<file path="src/rtl/adc_sram_writer.sv">
// ---------------------------------------------------------------------------
// adc_sram_writer
//
// Downstream stage of the LVDS ADC front end. Captured samples arrive as data
// plus active-low cs/oe/we strobes, are queued in a small FIFO and written to
// an external asynchronous SRAM used as a circular sample buffer. A single-word
// host readback port shares the SRAM; writes always win arbitration.
//
// Build option: define SRAM_PARITY_EN to store an even-parity bit above each
// sample (SRAM word = {^data, data}) and check it on readback. Without it the
// SRAM word is just the sample and rd_parity_err stays 0.
//
// Ports
//   clk, reset          clock, asynchronous active-high reset
//   in_data, in_*_n     sample and active-low strobes from the ADC stage
//   enable              1 = accept samples
//   clr_status          pulse, clears overflow / wrapped
//   rd_req, rd_addr     readback request pulse and address
//   rd_busy, rd_valid   readback pending / 1-cycle data-valid pulse
//   rd_data             readback data, held until the next read completes
//   rd_parity_err       parity mismatch, qualified by rd_valid
//   wr_ptr              next SRAM write address
//   fifo_level          FIFO occupancy
//   overflow, wrapped   sticky status flags
//   sram_*              SRAM address, data bus halves and active-low strobes
// ---------------------------------------------------------------------------
module adc_sram_writer #(
    parameter int DATA_WIDTH = 8,
    parameter int ADDR_WIDTH = 16,
    parameter int FIFO_DEPTH = 4,
    parameter int WR_WAIT    = 2,
    parameter int RD_WAIT    = 2,
    localparam int LW = $clog2(FIFO_DEPTH) + 1,
`ifdef SRAM_PARITY_EN
    localparam int SW = DATA_WIDTH + 1
`else
    localparam int SW = DATA_WIDTH
`endif
) (
    input  logic                  clk,
    input  logic                  reset,
    input  logic [DATA_WIDTH-1:0] in_data,
    input  logic                  in_cs_n,
    input  logic                  in_oe_n,
    input  logic                  in_we_n,
    input  logic                  enable,
    input  logic                  clr_status,
    input  logic                  rd_req,
    input  logic [ADDR_WIDTH-1:0] rd_addr,
    output logic                  rd_busy,
    output logic                  rd_valid,
    output logic [DATA_WIDTH-1:0] rd_data,
    output logic                  rd_parity_err,
    output logic [ADDR_WIDTH-1:0] wr_ptr,
    output logic [LW-1:0]         fifo_level,
    output logic                  overflow,
    output logic                  wrapped,
    output logic [ADDR_WIDTH-1:0] sram_addr,
    output logic [SW-1:0]         sram_dq_out,
    output logic                  sram_dq_oe,
    input  logic [SW-1:0]         sram_dq_in,
    output logic                  sram_ce_n,
    output logic                  sram_we_n,
    output logic                  sram_oe_n
);

    localparam int PW   = $clog2(FIFO_DEPTH);
    localparam int MAXW = (WR_WAIT > RD_WAIT) ? WR_WAIT : RD_WAIT;
    localparam int CW   = $clog2(MAXW + 1);

    typedef enum logic [2:0] {
        ST_IDLE, ST_WR_SETUP, ST_WR_PULSE, ST_WR_HOLD,
        ST_RD_SETUP, ST_RD_WAIT, ST_RD_DONE
    } state_t;

    state_t                  state;
    logic [CW-1:0]           wait_cnt;
    logic [ADDR_WIDTH-1:0]   rd_addr_q;

    logic [DATA_WIDTH-1:0]   fifo_mem [FIFO_DEPTH];
    logic [PW-1:0]           head_idx;
    logic [PW-1:0]           tail_idx;
    logic                    sample_valid;
    logic                    fifo_full;
    logic                    fifo_empty;
    logic                    push;
    logic                    pop;
    logic                    drop;

    function automatic logic [SW-1:0] sram_word(input logic [DATA_WIDTH-1:0] d);
`ifdef SRAM_PARITY_EN
        return {^d, d};
`else
        return d;
`endif
    endfunction

    assign sample_valid = !in_cs_n && !in_oe_n && in_we_n && enable;
    assign fifo_full    = (fifo_level == LW'(FIFO_DEPTH));
    assign fifo_empty   = (fifo_level == '0);
    // The head entry leaves the FIFO in the write hold cycle, so a full FIFO
    // can still take a sample arriving in that same cycle.
    assign pop          = (state == ST_WR_HOLD);
    assign push         = sample_valid && (!fifo_full || pop);
    assign drop         = sample_valid && fifo_full && !pop;

    // FIFO storage carries no reset; occupancy is tracked by the pointers.
    always_ff @(posedge clk) begin
        if (push)
            fifo_mem[tail_idx] <= in_data;
    end

    always_ff @(posedge clk or posedge reset) begin
        if (reset) begin
            head_idx   <= '0;
            tail_idx   <= '0;
            fifo_level <= '0;
        end else begin
            if (push)
                tail_idx <= tail_idx + PW'(1);
            if (pop)
                head_idx <= head_idx + PW'(1);
            case ({push, pop})
                2'b10:   fifo_level <= fifo_level + LW'(1);
                2'b01:   fifo_level <= fifo_level - LW'(1);
                default: fifo_level <= fifo_level;
            endcase
        end
    end

    // SRAM sequencer. Strobes are registered, so each transition loads the
    // strobe values of the state being entered.
    always_ff @(posedge clk or posedge reset) begin
        if (reset) begin
            state         <= ST_IDLE;
            wait_cnt      <= '0;
            sram_addr     <= '0;
            sram_dq_out   <= '0;
            sram_dq_oe    <= 1'b0;
            sram_ce_n     <= 1'b1;
            sram_we_n     <= 1'b1;
            sram_oe_n     <= 1'b1;
            wr_ptr        <= '0;
            overflow      <= 1'b0;
            wrapped       <= 1'b0;
            rd_busy       <= 1'b0;
            rd_addr_q     <= '0;
            rd_valid      <= 1'b0;
            rd_data       <= '0;
            rd_parity_err <= 1'b0;
        end else begin
            rd_valid <= 1'b0;

            if (rd_req && !rd_busy) begin
                rd_busy   <= 1'b1;
                rd_addr_q <= rd_addr;
            end

            // Sets below are placed after the clear so a coincident event wins.
            if (clr_status) begin
                overflow <= 1'b0;
                wrapped  <= 1'b0;
            end
            if (drop)
                overflow <= 1'b1;

            case (state)
                ST_IDLE: begin
                    if (!fifo_empty) begin
                        state       <= ST_WR_SETUP;
                        sram_addr   <= wr_ptr;
                        sram_dq_out <= sram_word(fifo_mem[head_idx]);
                        sram_dq_oe  <= 1'b1;
                        sram_ce_n   <= 1'b0;
                    end else if (rd_busy) begin
                        state     <= ST_RD_SETUP;
                        sram_addr <= rd_addr_q;
                        sram_ce_n <= 1'b0;
                        sram_oe_n <= 1'b0;
                    end
                end
                ST_WR_SETUP: begin
                    state     <= ST_WR_PULSE;
                    sram_we_n <= 1'b0;
                    wait_cnt  <= CW'(WR_WAIT - 1);
                end
                ST_WR_PULSE: begin
                    if (wait_cnt == '0) begin
                        state     <= ST_WR_HOLD;
                        sram_we_n <= 1'b1;
                    end else begin
                        wait_cnt <= wait_cnt - CW'(1);
                    end
                end
                ST_WR_HOLD: begin
                    state      <= ST_IDLE;
                    sram_ce_n  <= 1'b1;
                    sram_dq_oe <= 1'b0;
                    wr_ptr     <= wr_ptr + ADDR_WIDTH'(1);
                    if (&wr_ptr)
                        wrapped <= 1'b1;
                end
                ST_RD_SETUP: begin
                    state    <= ST_RD_WAIT;
                    wait_cnt <= CW'(RD_WAIT - 1);
                end
                ST_RD_WAIT: begin
                    if (wait_cnt == '0) begin
                        state     <= ST_RD_DONE;
                        sram_ce_n <= 1'b1;
                        sram_oe_n <= 1'b1;
                        rd_valid  <= 1'b1;
                        rd_data   <= sram_dq_in[DATA_WIDTH-1:0];
`ifdef SRAM_PARITY_EN
                        rd_parity_err <= (sram_dq_in[SW-1] != ^sram_dq_in[DATA_WIDTH-1:0]);
`else
                        rd_parity_err <= 1'b0;
`endif
                    end else begin
                        wait_cnt <= wait_cnt - CW'(1);
                    end
                end
                ST_RD_DONE: begin
                    state   <= ST_IDLE;
                    rd_busy <= 1'b0;
                end
                default: begin
                    state      <= ST_IDLE;
                    sram_ce_n  <= 1'b1;
                    sram_we_n  <= 1'b1;
                    sram_oe_n  <= 1'b1;
                    sram_dq_oe <= 1'b0;
                end
            endcase
        end
    end

endmodule
</file>
<file path="config.mk">
export PLATFORM = sky130hd
export DESIGN_NAME = adc_sram_writer
export DESIGN_NICKNAME = d
export VERILOG_FILES = /design/src/rtl/adc_sram_writer.sv
export SDC_FILE = /design/constraint.sdc
export NUM_CORES = 1
export LEC_CHECK = 0
export CAP_MARGIN = 20
export CORE_MARGIN = 10
export CORE_UTILIZATION = 50
export CTS_BUF_LIST = sky130_fd_sc_hd__clkbuf_16
export DETAILED_ROUTE_END_ITERATION = 6
export PLACE_DENSITY = 0.78
export SLEW_MARGIN = 30
export SYNTH_ARGS = -nofsm -noshare
export SYNTH_HDL_FRONTEND = slang
export SYNTH_SLANG_ARGS = --single-unit
</file>
<file path="constraint.sdc">
create_clock -name clk -period 7.8 [get_ports clk]
set_input_delay 1.17 -clock clk [delete_from_list [all_inputs] [get_ports clk]]
set_output_delay 1.17 -clock clk [all_outputs]
set_load 0.05 [all_outputs]
</file>
==> flow_summary.yaml, run 1 <==
routing:
  vias: 3389
  drcViolationCount: 0
  routed_wl_um: 12300
  postRouteAntennaNets: 0
  wl_per_cell_um: 20.2
  drt_iter0_drc: 201
  viasPerCell: 5.58
  dr.pass1.iters: 4
logic_synthesis:
  synthCells: 365
  synth_seq_area_share_pct: 62.9
  ys_async_sr_fraction_pct: 72.4
  ys_ff_latch: 116
  synthesis.area_um2: 4880
  ys_warn_count: 0
  yosysUniqueCellTypes: 47
  ys.flop_type: "dfrtp_1"
  synthesis.nets: 412
  avgSynthCellArea_um2: 13.4
  synth_edf_count: 32
worst_setup_path:
  path_buf_inv: 1
  cp-start-kind: "register"
  crit_type: "register to output port"
  crit_slowest_cell: "clkdlybuf4s50_1"
  critical_path.cell_chain: "clkdlybuf4s50_1"
  cp-end-kind: "output port"
  cpPeakStageDelay_ps: 880
  crit_family: "buffers and inverters"
  required_ps: 6630
  critPathMaxFanout: 7
  cp.arrival_ps: 1800
floorplan:
  die_w_um: 119
  io_pins: 100
  core-area_um2: 9370
  fp.dieArea_um2: 14100
  start_util_pct: 52.0
  die_y_um: 119
  rows: 35
layout:
  drive_gt1_share_pct: 16.7
  area_growth_pct: 33.8
  multi_input_area_um2: 1650
  num-fill-cells: 662
  fin_cells: 607
  nets: 512
  regArea_um2: 3070
  antenna_cells: 0
grt:
  top_usage_layer: "met2"
  grt_use_total_pct: 17.8
  antenna_found_initial: 0
  use_met2_pct: 29.9
  met3_usage_pct: 6.62
  grt_pass1_wl_um: 19900
  grt_max_degree: 85
  grt_pass1_vias: 3711
  grt_overflow_total: 0
  use_met1_pct: 20.1
sta:
  post-route-period-util_pct: 38.1
  period_needed_ps: 2970
  skew_ps: 9.09
  slew_viol_final: 0
  tightest_slew_ps: 932
  rsz0062_at_grt: "false"
  tns_ps: 0
  fmax_ghz: 0.336
  final_hold_viol_count: 0
  slew-limit-headroom_pct: 37.7
  setup_viol: 0
clock_tree:
  cts.clk_slew.worst_paths_ps: 50
  cts_buffers: 17
  clkLatencyLatePin_ps: 400
  cts_num_sinks: 116
  cts_buffer_depth: 2
  cts_resized: 0
  post_cts_buffers: 0
  cts_root_buf: "clkbuf_16"
  hold_buffers: 0
  htreeDepth: 4
  cts_tree: "done"
place:
  place_inst: 575
  portBuffers: 98
  gp_congestion: 0.819
  hpwl_um: 8080
status:
  status: "complete, no violations"
pwr:
  leakagePower_uw: 0.00263
  p_per_area_nw_per_um2: 465
  max-vdd-ir-drop_uv: 348
flow_run:
  maxCapViolCount: 0
min_path:
  min-delay-path-class: "register to register"
==> layout make-up <==
| cell class | instances | share of cell area, % |
|---|---|---|
| Clock buffer | 19 | 7.29 |
| Clock inverter | 13 | 1.75 |
| Inverter | 16 | 0.940 |
| Multi-Input combinational cell | 214 | 25.2 |
| Sequential cell | 116 | 47.0 |
| Tap cell | 129 | 2.47 |
| Timing Repair Buffer | 100 | 15.3 |
==> power by group <==
part	switching (uW)	total [uW]	internal (uW)
sequential	185	1010	822
clock	260	760	499
combinational	779	1260	486
total	1220	3030	1810
==> kinds of logic after synthesis <==
group           count (synthesis)  synth area share (%)
compound gates                 60                  7.49
xor+xnor                       19                  3.57
fa+ha+maj                       7                  1.95
buf+inv                        35                  3.39
flops                         116                  62.9
mux                            41                  11.3
other cells                     1                0.0769
simple gates                   86                  9.34
==> stage by stage <==
| step | instance area [um2] | setup slack [ps] | total power [uW] | utilization [%] | hold WS [ps] |
|---|---|---|---|---|---|
| after global placement | 5930 | 4800 | 2230 | 63.3 | 470 |
| after floorplan | 4880 | 4470 | 1880 | - | 451 |
| final | 6520 | 4830 | 3030 | 69.6 | 478 |
| after detailed placement | 5930 | 4720 | 2270 | 63.3 | 478 |
| after global routing | 6520 | 4770 | 3190 | 69.6 | 509 |
| after CTS | 6520 | 4810 | 3050 | 69.6 | 489 |
==> state kept, by name (all words and copies together) (netlist names), 2 cells and up <==
name and count:
fifo_level 3, fifo_mem 32, head_idx 2, rd_addr_q 16, rd_data 8, sram_addr 16, sram_dq_out 8, state 3
tail_idx 2, wait_cnt 2, wr_ptr 16
==> path summary, 6_finish.rpt <==
check,depth (start not counted),from,to,slack [ps]
max in group asynchronous,3,reset,wr_ptr[6],5980
max,1,wr_ptr[9],wr_ptr[9],4830
min in group asynchronous,3,reset,rd_data[3],1300
min,1,sram_dq_oe,sram_dq_oe,480
max reg2reg,3,state[2],sram_dq_out[4],5110
min reg2reg,1,sram_dq_oe,sram_dq_oe,480
==> Yosys cell counts (all sizes together), types with 7 or more instances <==
master,number,area [um2]
dfrtp,81,2030
mux2,33,372
edfxtp,32,961
nor2,30,113
a21oi,24,120
o22ai,18,113
inv,16,60.1
nand2,16,60.1
xnor2,16,140
buf,13,81.3
nand3,9,50.1
mux4,8,180
nand4,8,50.1
and2,7,43.8
o21ai,7,35.0
==> placed cells by master (no fill, tap or decap), types with 2 or more instances in the layout <==
master	count
clkbuf_16	19
nor2_1	30
dfstp_2	3
dfrtp_1	81
inv_1	18
mux2_2	33
nand3_1	8
xor2_1	2
nand2_1	16
xnor2_1	16
o21a_1	2
o21ai_0	7
edfxtp_1	32
and3_1	3
and2_1	7
clkdlybuf4s50_1	98
clkinv_1	2
clkinv_2	4
nand4_1	8
a21oi_1	24
ha_1	6
bufinv_16	2
nor3_4	2
a31oi_1	2
mux4_2	8
nor2b_1	3
o22ai_1	18
==> routing by layer <==
metal / routed length, um / vias to the layer above
met3: 937 / 12
met5: 0 / -
met2: 6400 / 128
li1: - / 1519
met4: 102 / 0
met1: 4820 / 1730
(Power assumes the default switching activity.)
==> run 2, diff against run 1 <==
CORE_UTILIZATION = 46   (was 50)
PLACE_DENSITY = 0.76   (was 0.78)
clock period = 2.7 ns   (was 7.8 ns; I/O delays follow)
==> run 2 against run 1 <==
  * Clock power grew to 2.9 times the previous value
  * Die area is 7.2% higher
  * Critical path type is now register to register
  * Worst hold slack worse by 160 ps
  * Total power grew to 2.9 times the previous value
  * Non-clock buffer count up 7
==> flow_summary.yaml, run 2 (synthesis results as in run 1) <==
routing:
  drt_iter0_drc: 187
  vias: 3312
  drcViolationCount: 0
  wl_per_cell_um: 18.8
  postRouteAntennaNets: 0
  dr.pass1.iters: 5
  viasPerCell: 5.33
  routed_wl_um: 11700
clock_tree:
  cts_num_sinks: 116
  post_cts_buffers: 0
  cts_buffer_depth: 2
  htreeDepth: 4
  cts_root_buf: "clkbuf_16"
  cts_buffers: 17
  cts_resized: 0
  clkLatencyLatePin_ps: 400
  cts_tree: "done"
  hold_buffers: 0
  cts.clk_slew.worst_paths_ps: 50
pwr:
  clockPowerShare_pct: 25.1
  switching_share_pct: 39.8
  p_comb_share_pct: 42.6
  p_int_uw: 5320
  leakagePower_uw: 0.00267
  switchingPower_uw: 3520
  max-vdd-ir-drop_uv: 801
  power.total_uw: 8840
  p_per_area_nw_per_um2: 1340
  pwr-share-seq_pct: 32.3
sta:
  post-route-period-util_pct: 83.3
  tns_ps: 0
  slew-limit-headroom_pct: 50.0
  fmax_ghz: 0.445
  rsz0062_at_grt: "false"
  slew_viol_final: 0
  skew_ps: 8.22
  setup_viol: 0
  tightest_slew_ps: 751
  period_needed_ps: 2250
  final_hold_viol_count: 0
place:
  place_inst: 589
  hpwl_um: 7850
  gp_congestion: 0.802
  dpl_cell_area_um2: 6010
  portBuffers: 98
grt:
  met3_usage_pct: 6.43
  grt_use_total_pct: 15.8
  use_met1_pct: 19.4
  grt_pass1_vias: 3563
  grt_overflow_total: 0
  grt_pass1_wl_um: 18700
  top_usage_layer: "met2"
  antenna_found_initial: 0
  use_met2_pct: 25.2
  grt_max_degree: 62
layout:
  final_common_cell: "clkdlybuf4s50_1"
  fin_area_um2: 6600
  nets: 519
  fin_cells: 621
  regArea_um2: 3070
  drive_gt1_share_pct: 17.9
  area_growth_pct: 35.3
  num-fill-cells: 741
  largest_reg_flops: 32
  utilization_pct: 63.9
  multi_input_area_um2: 1650
  top_register: "fifo_mem"
  final_cell_mix: "clkdlybuf4s50_1, dfrtp_1, mux2_2"
  antenna_cells: 0
min_path:
  min-delay-path-class: "input pin to async pin"
floorplan:
  core-area_um2: 10300
  io_pins: 100
  rows: 37
  fp.dieArea_um2: 15100
  die_w_um: 123
  start_util_pct: 47.2
  die_y_um: 123
worst_setup_path:
  required_ps: 2740
  cp.arrival_ps: 2290
  cp-end-kind: "register"
  critPathMaxFanout: 15
  cp-start-kind: "register"
  crit_type: "register to register"
status:
  status: "complete, no violations"
flow_run:
  maxCapViolCount: 0
[run 2: path summary, 6_finish.rpt]
check                           startpoint             end  slack, ps  cells after the start
worst max-delay path              state[1]  fifo_mem[1][4]        450                      3
worst min-delay path                 reset      rd_data[0]        320                      2
worst max register to register    state[1]  fifo_mem[1][4]        450                      3
worst min register to register  sram_dq_oe      sram_dq_oe        500                      1
max in group asynchronous            reset     tail_idx[0]       1730                      3
min in group clk                sram_dq_oe      sram_dq_oe        500                      1
[run 2: area by class of cell]
cell class,instances,share of cell area (%)
multi-input cells,214,25.0
clock buffers,18,6.83
flip-flops and latches,116,46.5
clock inverters,14,2.12
inverters,16,0.929
repair buffers,107,16.1
well taps,136,2.58
[run 2: critical path, stage by stage (launching register included)]
cell	delay, ps
dfrtp_1	650
nand3b_1	310
a21oi_1	440
and2_1	480
[run 2: power by group through the flow]
stage	clock (uW)	sequential [uW]	combinational, uW
finish	2210	2860	3770
global route	2350	2930	4030
CTS	2250	2860	3800
detailed placement	0	2860	3770
global placement	0	2840	3690
floorplan	0	3880	1540
[run 2: routing by layer]
layer | vias to the layer above | wire length [um]
met4 | 0 | 64
met2 | 121 | 5800
met5 | - | 0
met3 | 4 | 938
met1 | 1662 | 4850
li1 | 1525 | -
[run 2: per-stage QoR]
stage / hold WS [ps] / setup slack (ps)
2_1_floorplan: 451 / 135
3_3_place_gp: 463 / 443
3_5_place_dp: 487 / 361
4_1_cts: 320 / 436
5_1_grt: 340 / 290
6_report: 317 / 452
==> run 3, diff against run 2 <==
clock period = 1.85 ns   (was 2.7 ns; I/O delays follow)
==> run 3 against run 2 <==
  * Utilization is 0.86 points higher
  * Sequential cell count stayed put
  * Non-clock buffer count is 16 higher
  * Wire length is 1.9% lower
  * Global-route usage is 0.13 points higher
  * First-iteration DRC count is 27% higher
  * Worst setup slack worse by 390 ps
  * Sequential power is 42% higher
  * Critical path type is now register to output port
==> flow_summary.yaml, run 3 (synthesis results as in run 1) <==
routing:
  postRouteAntennaNets: 0
  wl_per_cell_um: 17.9
  viasPerCell: 5.27
  routed_wl_um: 11400
  vias: 3360
  dr.pass1.iters: 5
  drt_iter0_drc: 237
  drcViolationCount: 0
status:
  status: "complete, no violations"
sta:
  slew_viol_final: 0
  fmax_ghz: 0.558
  final_hold_viol_count: 0
  tns_ps: 0
  slew-limit-headroom_pct: 65.2
  tightest_slew_ps: 524
  rsz0062_at_grt: "false"
  skew_ps: 10.5
  period_needed_ps: 1790
  setup_viol: 0
  post-route-period-util_pct: 96.8
worst_setup_path:
  worst_r2r_startpoint: "state[2]"
  required_ps: 1570
  critPathMaxFanout: 1
  path_buf_inv: 1
  cp-start-kind: "register"
  cp-startpoint: "rd_valid"
  crit_family: "buffers and inverters"
  crit_slowest_cell: "clkdlybuf4s50_1"
  cpPeakStageDelay_ps: 790
  critical_path.cell_chain: "clkdlybuf4s50_1"
  cp-end-kind: "output port"
  crit_type: "register to output port"
  cp.arrival_ps: 1510
clock_tree:
  cts_buffer_depth: 2
  clkLatencyLatePin_ps: 410
  cts_root_buf: "clkbuf_16"
  cts_tree: "done"
  cts.clk_slew.worst_paths_ps: 50
  cts_buffers: 17
  cts_num_sinks: 116
  hold_buffers: 0
  htreeDepth: 4
layout:
  nets: 535
  largest_reg_flops: 32
  num-fill-cells: 773
  drive_gt1_share_pct: 26.7
  top_register: "fifo_mem"
  area_growth_pct: 37.1
  antenna_cells: 0
  final_common_cell: "dfrtp_1"
  final_cell_mix: "dfrtp_1, buf_4, clkdlybuf4s50_1"
  utilization_pct: 64.8
  fin_area_um2: 6690
floorplan:
  io_pins: 100
  die_y_um: 123
  rows: 37
  fp.dieArea_um2: 15100
  die_w_um: 123
  start_util_pct: 47.2
  core-area_um2: 10300
min_path:
  min-delay-path-class: "input pin to async pin"
pwr:
  pwr-share-seq_pct: 32.2
  p_comb_share_pct: 43.6
  p_int_uw: 7470
  p_per_area_nw_per_um2: 1880
  switchingPower_uw: 5120
  clockPowerShare_pct: 24.2
  leakagePower_uw: 0.00288
  switching_share_pct: 40.7
  max-vdd-ir-drop_uv: 1180
grt:
  met3_usage_pct: 7.11
  use_met2_pct: 25.5
  grt_max_degree: 50
  grt_overflow_total: 0
  use_met1_pct: 18.7
  grt_use_total_pct: 15.9
  grt_pass1_wl_um: 18600
  antenna_found_initial: 0
  grt_pass1_vias: 3636
  top_usage_layer: "met2"
place:
  portBuffers: 98
  dpl_cell_area_um2: 6140
  gp_congestion: 0.792
  hpwl_um: 8110
flow_run:
  maxCapViolCount: 0
run 3: cell type report:
cell class,count,area (um2),area share (%)
Sequential cell,116,3070,45.9
Multi-Input combinational cell,214,1650,24.7
Timing Repair Buffer,123,1170,17.5
Clock buffer,19,475,7.11
Tap cell,136,170,2.54
Clock inverter,13,87.6,1.31
Inverter,16,63.8,0.954
run 3: per-stage QoR:
step	hold slack [ps]	worst slack (ps)	total power, uW	cells
after global routing	207	4.82	13300	637
final	186	59.3	12600	637
after CTS	184	5.00	12700	637
after floorplan	376	10.7	7930	365
after global placement	465	-86.9	9650	605
after detailed placement	477	-152	9830	605
run 3: timing repair:
item                       in CTS  in global routing
cloned                          0                  0
buffers inserted                0                  0
resized for setup              27                  5
hold endpoints to repair        0                  0
setup endpoints to repair      27                  5
run 3: routing by layer:
layer / vias to the layer above / part of all wire, %
li1: 1562 / -
met1: 1666 / 41
met2: 117 / 49
met3: 15 / 8.3
met4: 0 / 1.5
met5: - / 0
run 3: final timing paths:
path                                  endpoint  slack, ps  depth (start not counted)
worst max-delay path                  rd_valid         60                          1
worst min-delay path            sram_dq_out[4]        190                          2
min in group clk                    sram_dq_oe        480                          1
worst max register to register   fifo_level[2]        110                          6
worst min register to register      sram_dq_oe        480                          1
max in group asynchronous            sram_oe_n       1090                          3
run 3: power by group through the flow:
stage	Sequential, uW	Clock, uW	Combinational (uW)
after floorplan	5670	0	2260
after global placement	4050	0	5590
after detailed placement	4090	0	5740
after CTS	4050	3100	5560
after global routing	4150	3230	5900
final	4050	3050	5490
